--- src/rtl/mips_pkg.sv ---
// rtl/mips_pkg.sv - shared types and size-decode helpers for the load/store path
package mips_pkg;

  typedef enum logic [1:0] {IDLE, BUSY, DONE, ERR} lsu_state_t;

  typedef enum logic [1:0] {SZ_BYTE, SZ_HALF, SZ_WORD} mem_size_t;

  typedef struct packed {
    mem_size_t size;
    logic      uns;
  } size_dec_t;

  // lbu wins over half/b; half&b is a signed byte, half alone a signed halfword
  function automatic size_dec_t decode_size(input logic half, input logic b, input logic lbu);
    size_dec_t d;
    if (lbu) begin
      d.size = SZ_BYTE;
      d.uns  = 1'b1;
    end else if (half && b) begin
      d.size = SZ_BYTE;
      d.uns  = 1'b0;
    end else if (half) begin
      d.size = SZ_HALF;
      d.uns  = 1'b0;
    end else begin
      d.size = SZ_WORD;
      d.uns  = 1'b0;
    end
    return d;
  endfunction

  function automatic logic is_misaligned(input mem_size_t size, input logic [1:0] lane);
    logic m;
    case (size)
      SZ_HALF: m = lane[0];
      SZ_WORD: m = (lane != 2'b00);
      default: m = 1'b0;
    endcase
    return m;
  endfunction

endpackage

--- src/rtl/lsu_lane.sv ---
// rtl/lsu_lane.sv - byte-enable/store replication and load lane extraction
module lsu_lane
  import mips_pkg::*;
(
  input  mem_size_t   i_size,
  input  logic        i_uns,
  input  logic [1:0]  i_lane,
  input  logic [31:0] i_wdata,
  input  logic [31:0] i_rdata,
  output logic [3:0]  o_be,
  output logic [31:0] o_wdata,
  output logic [31:0] o_rdata
);

  logic [7:0]  w_byte;
  logic [15:0] w_half;

  // Byte enables and store data replicated across all lanes of the access size
  always_comb begin
    o_be    = 4'b1111;
    o_wdata = i_wdata;
    case (i_size)
      SZ_BYTE: begin
        o_be    = 4'b0001 << i_lane;
        o_wdata = {4{i_wdata[7:0]}};
      end
      SZ_HALF: begin
        o_be    = 4'b0011 << {i_lane[1], 1'b0};
        o_wdata = {2{i_wdata[15:0]}};
      end
      default: begin
        o_be    = 4'b1111;
        o_wdata = i_wdata;
      end
    endcase
  end

  // Pick the addressed lane out of the little-endian read word and extend it
  always_comb begin
    w_byte = i_rdata[7:0];
    case (i_lane)
      2'd0:    w_byte = i_rdata[7:0];
      2'd1:    w_byte = i_rdata[15:8];
      2'd2:    w_byte = i_rdata[23:16];
      default: w_byte = i_rdata[31:24];
    endcase
    w_half = i_lane[1] ? i_rdata[31:16] : i_rdata[15:0];
    case (i_size)
      SZ_BYTE: o_rdata = i_uns ? {24'h0, w_byte} : {{24{w_byte[7]}}, w_byte};
      SZ_HALF: o_rdata = {{16{w_half[15]}}, w_half};
      default: o_rdata = i_rdata;
    endcase
  end

endmodule

--- src/rtl/lsu_ctrl.sv ---
// rtl/lsu_ctrl.sv - load/store sequencer with memory handshake, stall, misalign and timeout
module lsu_ctrl
  import mips_pkg::*;
#(
  parameter int TIMEOUT = 16,
  parameter int CW      = 5
) (
  input  logic        clk,
  input  logic        reset,
  input  logic        start,
  input  logic        memwrite,
  input  logic        half,
  input  logic        b,
  input  logic        lbu,
  input  logic [31:0] addr,
  input  logic [31:0] wdata,
  output logic        mem_req,
  output logic        mem_we,
  output logic [31:0] mem_addr,
  output logic [31:0] mem_wdata,
  output logic [3:0]  mem_be,
  input  logic        mem_ready,
  input  logic [31:0] mem_rdata,
  output logic [31:0] rdata,
  output logic        done,
  output logic        stall,
  output logic        err
);

  localparam logic [CW-1:0] CNT_LAST = CW'(TIMEOUT - 1);

  lsu_state_t  r_state;
  mem_size_t   r_size;
  logic        r_uns;
  logic [1:0]  r_lane;
  logic [CW-1:0] r_cnt;
  logic        r_req;
  logic        r_we;
  logic [31:0] r_addr;
  logic [31:0] r_wdata;
  logic [3:0]  r_be;
  logic [31:0] r_rdata;
  logic        r_done;
  logic        r_err;

  size_dec_t   w_dec;
  logic        w_misal;
  mem_size_t   w_size_sel;
  logic        w_uns_sel;
  logic [1:0]  w_lane_sel;
  logic [3:0]  w_be;
  logic [31:0] w_wdata;
  logic [31:0] w_rext;

  assign w_dec   = decode_size(half, b, lbu);
  assign w_misal = is_misaligned(w_dec.size, addr[1:0]);

  // The lane helper builds the request from live inputs in IDLE and extracts
  // the load result from the latched size/lane while the access is in flight
  assign w_size_sel = (r_state == IDLE) ? w_dec.size : r_size;
  assign w_uns_sel  = (r_state == IDLE) ? w_dec.uns  : r_uns;
  assign w_lane_sel = (r_state == IDLE) ? addr[1:0]  : r_lane;

  lsu_lane u_lane (
    .i_size  (w_size_sel),
    .i_uns   (w_uns_sel),
    .i_lane  (w_lane_sel),
    .i_wdata (wdata),
    .i_rdata (mem_rdata),
    .o_be    (w_be),
    .o_wdata (w_wdata),
    .o_rdata (w_rext)
  );

  // Stall covers the issuing cycle and every cycle the access is outstanding
  always_comb begin
    case (r_state)
      IDLE:    stall = start;
      BUSY:    stall = 1'b1;
      default: stall = 1'b0;
    endcase
  end

  // Sequencer: latch at start, hold the request until ready or timeout, pulse done/err
  always_ff @(posedge clk or negedge reset) begin
    if (!reset) begin
      r_state <= IDLE;
      r_size  <= SZ_WORD;
      r_uns   <= 1'b0;
      r_lane  <= 2'b00;
      r_cnt   <= '0;
      r_req   <= 1'b0;
      r_we    <= 1'b0;
      r_addr  <= 32'h0;
      r_wdata <= 32'h0;
      r_be    <= 4'h0;
      r_rdata <= 32'h0;
      r_done  <= 1'b0;
      r_err   <= 1'b0;
    end else begin
      case (r_state)
        IDLE: begin
          r_done <= 1'b0;
          r_err  <= 1'b0;
          if (start) begin
            if (w_misal) begin
              r_state <= ERR;
              r_done  <= 1'b1;
              r_err   <= 1'b1;
            end else begin
              r_state <= BUSY;
              r_req   <= 1'b1;
              r_we    <= memwrite;
              r_addr  <= {addr[31:2], 2'b00};
              r_wdata <= w_wdata;
              r_be    <= w_be;
              r_size  <= w_dec.size;
              r_uns   <= w_dec.uns;
              r_lane  <= addr[1:0];
              r_cnt   <= '0;
            end
          end
        end
        BUSY: begin
          if (mem_ready) begin
            if (!r_we) r_rdata <= w_rext;
            r_req   <= 1'b0;
            r_done  <= 1'b1;
            r_state <= DONE;
          end else if (r_cnt == CNT_LAST) begin
            r_req   <= 1'b0;
            r_done  <= 1'b1;
            r_err   <= 1'b1;
            r_state <= ERR;
          end else begin
            r_cnt <= r_cnt + CW'(1);
          end
        end
        default: begin
          r_done  <= 1'b0;
          r_err   <= 1'b0;
          r_state <= IDLE;
        end
      endcase
    end
  end

  assign mem_req   = r_req;
  assign mem_we    = r_we;
  assign mem_addr  = r_addr;
  assign mem_wdata = r_wdata;
  assign mem_be    = r_be;
  assign rdata     = r_rdata;
  assign done      = r_done;
  assign err       = r_err;

endmodule
--- config.mk ---
export PLATFORM = sky130hd
export DESIGN_NAME = lsu_ctrl
export DESIGN_NICKNAME = d
export VERILOG_FILES = /design/src/rtl/mips_pkg.sv /design/src/rtl/lsu_lane.sv /design/src/rtl/lsu_ctrl.sv
export SDC_FILE = /design/constraint.sdc
export NUM_CORES = 1
export LEC_CHECK = 0
export CORE_AREA = 2 2 118 120
export CTS_BUF_LIST = sky130_fd_sc_hd__clkbuf_16
export DETAILED_ROUTE_END_ITERATION = 16
export DIE_AREA = 0 0 120 122
export GPL_TIMING_DRIVEN = 1
export MAX_ROUTING_LAYER = met4
export PLACE_DENSITY = 0.88
export SYNTH_ARGS = -nofsm -noshare
export SYNTH_HDL_FRONTEND = slang
export SYNTH_HIERARCHICAL = 1
export SYNTH_SLANG_ARGS = --single-unit
--- constraint.sdc ---
create_clock -name clk -period 3.08 [get_ports clk]
set_clock_uncertainty 0.15 [all_clocks]
set_input_delay 0.924 -clock clk [delete_from_list [all_inputs] [get_ports clk]]
set_output_delay 0.924 -clock clk [all_outputs]
set_load 0.01 [all_outputs]
### After elaboration in Yosys (flattened, before gate mapping)

Cells that the tools add are included.
Widths: inputs -> output; s select.

| cells by class | value |
|---|---|
| bitwise operators | 2 |
| reduce and logical (&&, ||, !) cells | 12 |
| eq/ne operators | 13 |
| mux-type cells | 36 |
| add/sub/neg operators | 1 |
| shift-type cells | 2 |

Operators by type and width:

| kind | number |
|---|---|
| $pmux 32 s2 | 2 |
| $mux 32 | 1 |
| $pmux 8 s3 | 1 |
| $mux 5 | 4 |
| $mux 16 | 1 |
| $mux 2 | 6 |
| $mux 1 | 10 |
| $ne 2x2->1 const B | 5 |
| $pmux 1 s2 | 5 |
| $pmux 5 s2 | 1 |
| $mux 3 | 3 |
| $eq 2x1->1 const B | 4 |
| $pmux 4 s2 | 1 |
| $logic_not 2->1 | 3 |
| $reduce_and 3->1 | 2 |
| $add 5x1->5 const B | 1 |
| $eq 5x4->1 const B | 1 |
| $reduce_and 5->1 | 1 |
| $eq 2x2->1 const B | 2 |
| $pmux 2 s2 | 1 |
| $reduce_and 2->1 | 2 |
| $reduce_and 4->1 | 1 |
| $reduce_bool 2->1 | 2 |
| $shl 1x2->4 const A | 1 |
| other kinds (4) | 5 |

| storage, ports and cells | value |
|---|---|
| logic and storage cells | 79 |
| bits in registers | 114 |
| output and inout port bits | 105 |
| input bits | 104 |

### Longest topological paths before layout

| logic depth | value |
|---|---|
| word-level depth | 8 |
| gate-level depth with buffers | 11 |
| gate-level depth less buffers | 7 |

### Hierarchy

The synthesis kept the hierarchy.

By module, submodules not included:

| module | times used | area an instance (µm²) | cells an instance |
|---|---|---|---|
| lsu_ctrl | 1 | 4827.1 | 304 |
| lsu_lane | 1 | 1151.1 | 144 |

### Worst setup path before layout

No wires, ideal clock.

| timing | value |
|---|---|
| path type | input-to-reg |
| start point | in lbu |
| end point | reg r_rdata[25], in the netlist rdata[25] |
| arrival time | 2.666 ns |
| library setup time | 0.128 ns |
| path slack | 0.137 ns |
| buffers on the path | 2 |
| stages on the path | 8 |
| cells stage by stage | or3b_2 > o21ai_0 > buf_4 > nor2_1 > a32oi_2 > buf_2 > a2bb2oi_1 > mux2_1 |

| between the ends | value |
|---|---|
| cells in the longest elaborated chain, start to end | 4 |
| elaborated cells on any way between the ends | 7 |
| classes of those cells | 1 x eq/ne; 5 x mux; 1 x reduce/logical |

Ends and longest elaborated chain:

| what | RTL line | source |
|---|---|---|
| start, declared | lsu_ctrl.sv:14 | `input logic lbu,` |
| $mux 3 (*) | mips_pkg.sv:16 | `if (lbu) begin` |
| $mux 2 (*) | lsu_ctrl.sv:60 | `assign w_size_sel = (r_state == IDLE) ? w_dec.size : r_size;` |
| via w_size_sel[0] | lsu_ctrl.sv:48 | `mem_size_t w_size_sel;` |
| $eq 2x1->1 / $logic_not 2->1 (equally long branches) | lsu_lane.sv:48 | `case (i_size)` |
| $pmux 32 s2 (*) | lsu_lane.sv:48 |  |
| via w_rext[25] | lsu_ctrl.sv:53 | `logic [31:0] w_rext;` |
| end signal, assigned | lsu_ctrl.sv:126 | `if (!r_we) r_rdata <= w_rext;` |
| end, declared | lsu_ctrl.sv:42 | `logic [31:0] r_rdata;` |

The timed path passes the listed nets; every way through them passes the cells marked *.
A chain may end at the register's enable or synchronous reset.

### Final worst setup path

| timing | value |
|---|---|
| start point | in half |
| end point | reg r_rdata[3], in the netlist rdata[3] |

| between the ends | value |
|---|---|
| cells in the longest elaborated chain, start to end | 6 |
| elaborated cells on any way between the ends | 8 |
| classes of those cells | 1 x eq/ne; 5 x mux; 2 x reduce/logical |

Ends and longest elaborated chain:

| what | RTL line | source |
|---|---|---|
| start, declared | lsu_ctrl.sv:12 | `input logic half,` |
| $mux 3 / $logic_and 1x1->1 (equally long branches) | mips_pkg.sv:22, mips_pkg.sv:19 |  |
| $mux 3 (*) | mips_pkg.sv:19 | `end else if (half && b) begin` |
| $mux 3 (*) | mips_pkg.sv:16 |  |
| $mux 2 (*) | lsu_ctrl.sv:60 |  |
| via w_size_sel[0] | lsu_ctrl.sv:48 |  |
| $eq 2x1->1 / $logic_not 2->1 (equally long branches) | lsu_lane.sv:48 |  |
| $pmux 32 s2 (*) | lsu_lane.sv:48 |  |
| via w_rext[3] | lsu_ctrl.sv:53 |  |

Marked as above.

==> run_results.csv <==
group,metric,value,unit
critical_path,cp_slowest_cell,"clkdlybuf4s50_1",
critical_path,required,3.27,ns
min_path,whs_endpoint,"r_size[1]$_DFFE_PN1P_",
grt,gr-total-overflow,0,
place,dp.final_hpwl,11820,µm
cells_and_area,fin_area,0.009010,mm²
sta,finalHoldViolCount,0,
cells_and_area,syn2layout_area_growth,50.71,%
critical_path,path_max_fanout,8,
grt,grt_pass1_wl,24920,µm
synth,synth.most_common_cell,"dfrtp_1",
floorplanning,die_area,0.01464,mm²
grt,antenna_found_initial,0,
min_path,holdCritPathClass,"reg -> reg",
place,dp_slack,-0.2927,ns
sta,tightest_slew,0.6487,ns
cells_and_area,layout.cells.non_filler,866,
critical_path,worst-r2r-cell-count,8,
place,dp.cells,834,
clocking,ctsHoldBuffers,0,
sta,relSlewSlack,0.5638,
synth,muxShareOfSynthArea,0.2991,
pwr,p_total,10.09,mW
pwr,p_leak,3.996,nW
sta,drv_slew,0,
critical_path,r2r_slack,0.50,ns
floorplanning,chipHeight,122,µm
synth,syn_inst,448,
routing,num_vias,4593,
critical_path,critical_path_class,"in -> reg",
synth,synth_xor_area_frac,0,
floorplanning,core_region_area,0.01350,mm²
synth,synth_area_leaders,"dfrtp_1 (47%), mux2_4 (14%), mux2_2 (11%)",
grt,grtUsageTotal,0.2249,
run,cap_viol_max_count,0,
run_status,status,"finished clean",
critical_path,crit_path_cell_trace,"clkdlybuf4s50_1 > or3b_2 > o21ai_2 > buf_4 > nand2b_1 > a21o_1 > a221o_1 > mux2_2",
synth,synthSimpleGateAreaFrac,0.05672,
synth,synth_top_area_cell,"dfrtp_1",
clocking,clockBufferDepth,2,
cells_and_area,final_nets,779,
synth,netlist_area,0.005978,mm²
clocking,numCtsBuffers,17,
floorplanning,placementRows,43,
grt,grt_max_degree,48,
critical_path,r2r-start,"r_state[0]$_DFFE_PN0P_",
routing,drc_errors,0,
routing,totalWireLength,15810,µm
sta,setup_viol,0,
clocking,clk_pin_slew,0.06,ns
min_path,hp-start,"r_size[1]$_DFFE_PN1P_",
clocking,tritoncts,"done",
clocking,htreeDepth,4,
synth,synth_top_family_by_area,"multiplexers",
clocking,clockRootBuffer,"clkbuf_16",
synth,yosysUniqueCellTypes,45,
sta,timing.final.ws_setup,0.1075,ns
grt,grt_pass1_vias,4769,
critical_path,end_kind,"register",
sta,rsz0062_at_grt,"no",
synth,yosys-top-cells-count,"dfrtp_1 (113), mux2_2 (61), mux2_4 (56), nand2_1 (31), a2bb2oi_1 (19)",
routing,dr.pass1.iters,5,
synth,synth-compound-area-share,0.1009,
place,gp_congestion,0.9276,
synth,yosys.area_share.adder,0.004186,
synth,seq_area_frac_synth,0.4774,
floorplanning,num_io_pins,209,
sta,fmax,0.3364,GHz
sta,hold_ws,0.3282,ns
place,post_dp_cell_area,0.008372,mm²
synth,dominantRegCellSynth,"dfrtp_1",
pwr,ir_worst_vdd,0.0004289,V
sta,fin_crit,2.972,ns
routing,drt_iter0_markers,305,
floorplanning,die_width,120,µm
floorplanning,start_util,0.4427,
critical_path,slowest_delay,0.48,ns
routing,post_drt_wl_per_cell,18.25,µm
min_path,hold_depth,2,
critical_path,cp.arrival,3.17,ns
sta,fin_crit_sh,0.9651,
synth,synth_area_per_cell,13.34,µm²
sta,fin_tns_setup,0,ns
clocking,clkLatencyLatePin,0.41,ns
synth,synth-edff-count,0,
synth,yosys_register_bits,114,
cells_and_area,antennaDiodeCount,0,
synth,yosysTopAreaCellShare,0.4730,
synth,yosys_warnings,6,
pwr,power_density,1120,mW/mm²
cells_and_area,postLayoutCoreUtil,0.6672,
clocking,cts_sinks,114,
critical_path,startpoint_type,"input port",
critical_path,r2r_end,"rdata[3]$_DFFE_PN0P_",
routing,drtAntennaViolNets,0,
routing,viasPerCell,5.304,
place,placement.io_buffers,206,
synth,synth-async-reset-ratio,1.000,
cells_and_area,layout-drive-gt1-share,0.2945,
registers in the layout (all words and copies together) (netlist names):
register / cells
rdata: 32
done: 1
r_size: 2
err: 1
mem_we: 1
r_cnt: 5
mem_addr: 30
r_state: 2
mem_be: 4
r_uns: 1
mem_wdata: 32
r_lane: 2
mem_req: 1
worst max-delay path, delay by kind of cell:
family          cells  cell delay, ns
mux                 1            0.15
simple gates        2            0.71
compound gates      3            0.73
buf+inv             2            0.65
area by class of cell:
class / instances / area (µm²)
fillers: 955 / 4494
flip-flops and latches: 114 / 2854
multi-input cells: 289 / 2798
repair buffers: 247 / 2479
clock buffers: 17 / 425.4
well taps: 180 / 225.2
clock inverters: 15 / 214.0
inverters: 4 / 15.01
per-layer routing:
| layer | share of wire | up-vias | track usage |
|---|---|---|---|
| met3 | 0.052 | 34 | 0.04775 |
| li1 | - | 2089 | - |
| met5 | 0 | - | - |
| met2 | 0.51 | 185 | 0.3647 |
| met1 | 0.42 | 2285 | 0.2732 |
| met4 | 0.023 | 0 | 0.09632 |
report_power, final:
part           leakage (nW)  switching [mW]  internal, mW
registers              1.38           0.437          2.24
clock network         0.296           0.695          1.43
logic                  2.32            2.11          3.18
total                  4.00            3.24          6.85
timing repair:
item | in CTS | in global routing
endpoints found under the setup margin | 1 | 0
hold endpoints to repair | 0 | 0
buffers inserted | 0 | 0
gates resized for setup | 1 | 0
logic make-up after synthesis:
logic type,after synthesis
muxes,141
buffers and inverters,46
and+or+nand+nor,69
other,1
DFF,114
adders and majority gates,2
AOI/OAI and AO/OA,75
worst max-delay path by stage:
| stage | start | to | slack [ns] | cells past startpoint |
|---|---|---|---|---|
| 2_1_floorplan | lbu | rdata[25]$_DFFE_PN0P_ | 0.14 | 8 |
| 3_5_place_dp | half | rdata[13]$_DFFE_PN0P_ | -0.29 | 8 |
| 6_report | half | rdata[3]$_DFFE_PN0P_ | 0.11 | 8 |
| 5_1_grt | half | rdata[8]$_DFFE_PN0P_ | 0.06 | 8 |
| 3_3_place_gp | lbu | rdata[11]$_DFFE_PN0P_ | -0.21 | 8 |
| 4_1_cts | half | rdata[13]$_DFFE_PN0P_ | 0.13 | 8 |
cell usage in the layout, fill, tap and decap left out, types with 3 or more instances in the layout:
master / count
clkbuf_16: 17
bufinv_16: 5
mux2_1: 6
clkinvlp_4: 5
nor2_1: 13
a22o_1: 14
nand3b_1: 3
nand2_1: 31
buf_4: 33
a221o_1: 12
a21oi_1: 4
and2_1: 3
mux2i_1: 17
dfrtp_1: 113
o21ai_0: 15
a2bb2oi_1: 19
inv_1: 4
clkdlybuf4s50_1: 204
buf_12: 9
mux2_4: 56
mux2_2: 61
No activity file was read; power rests on OpenSTA's default activity.
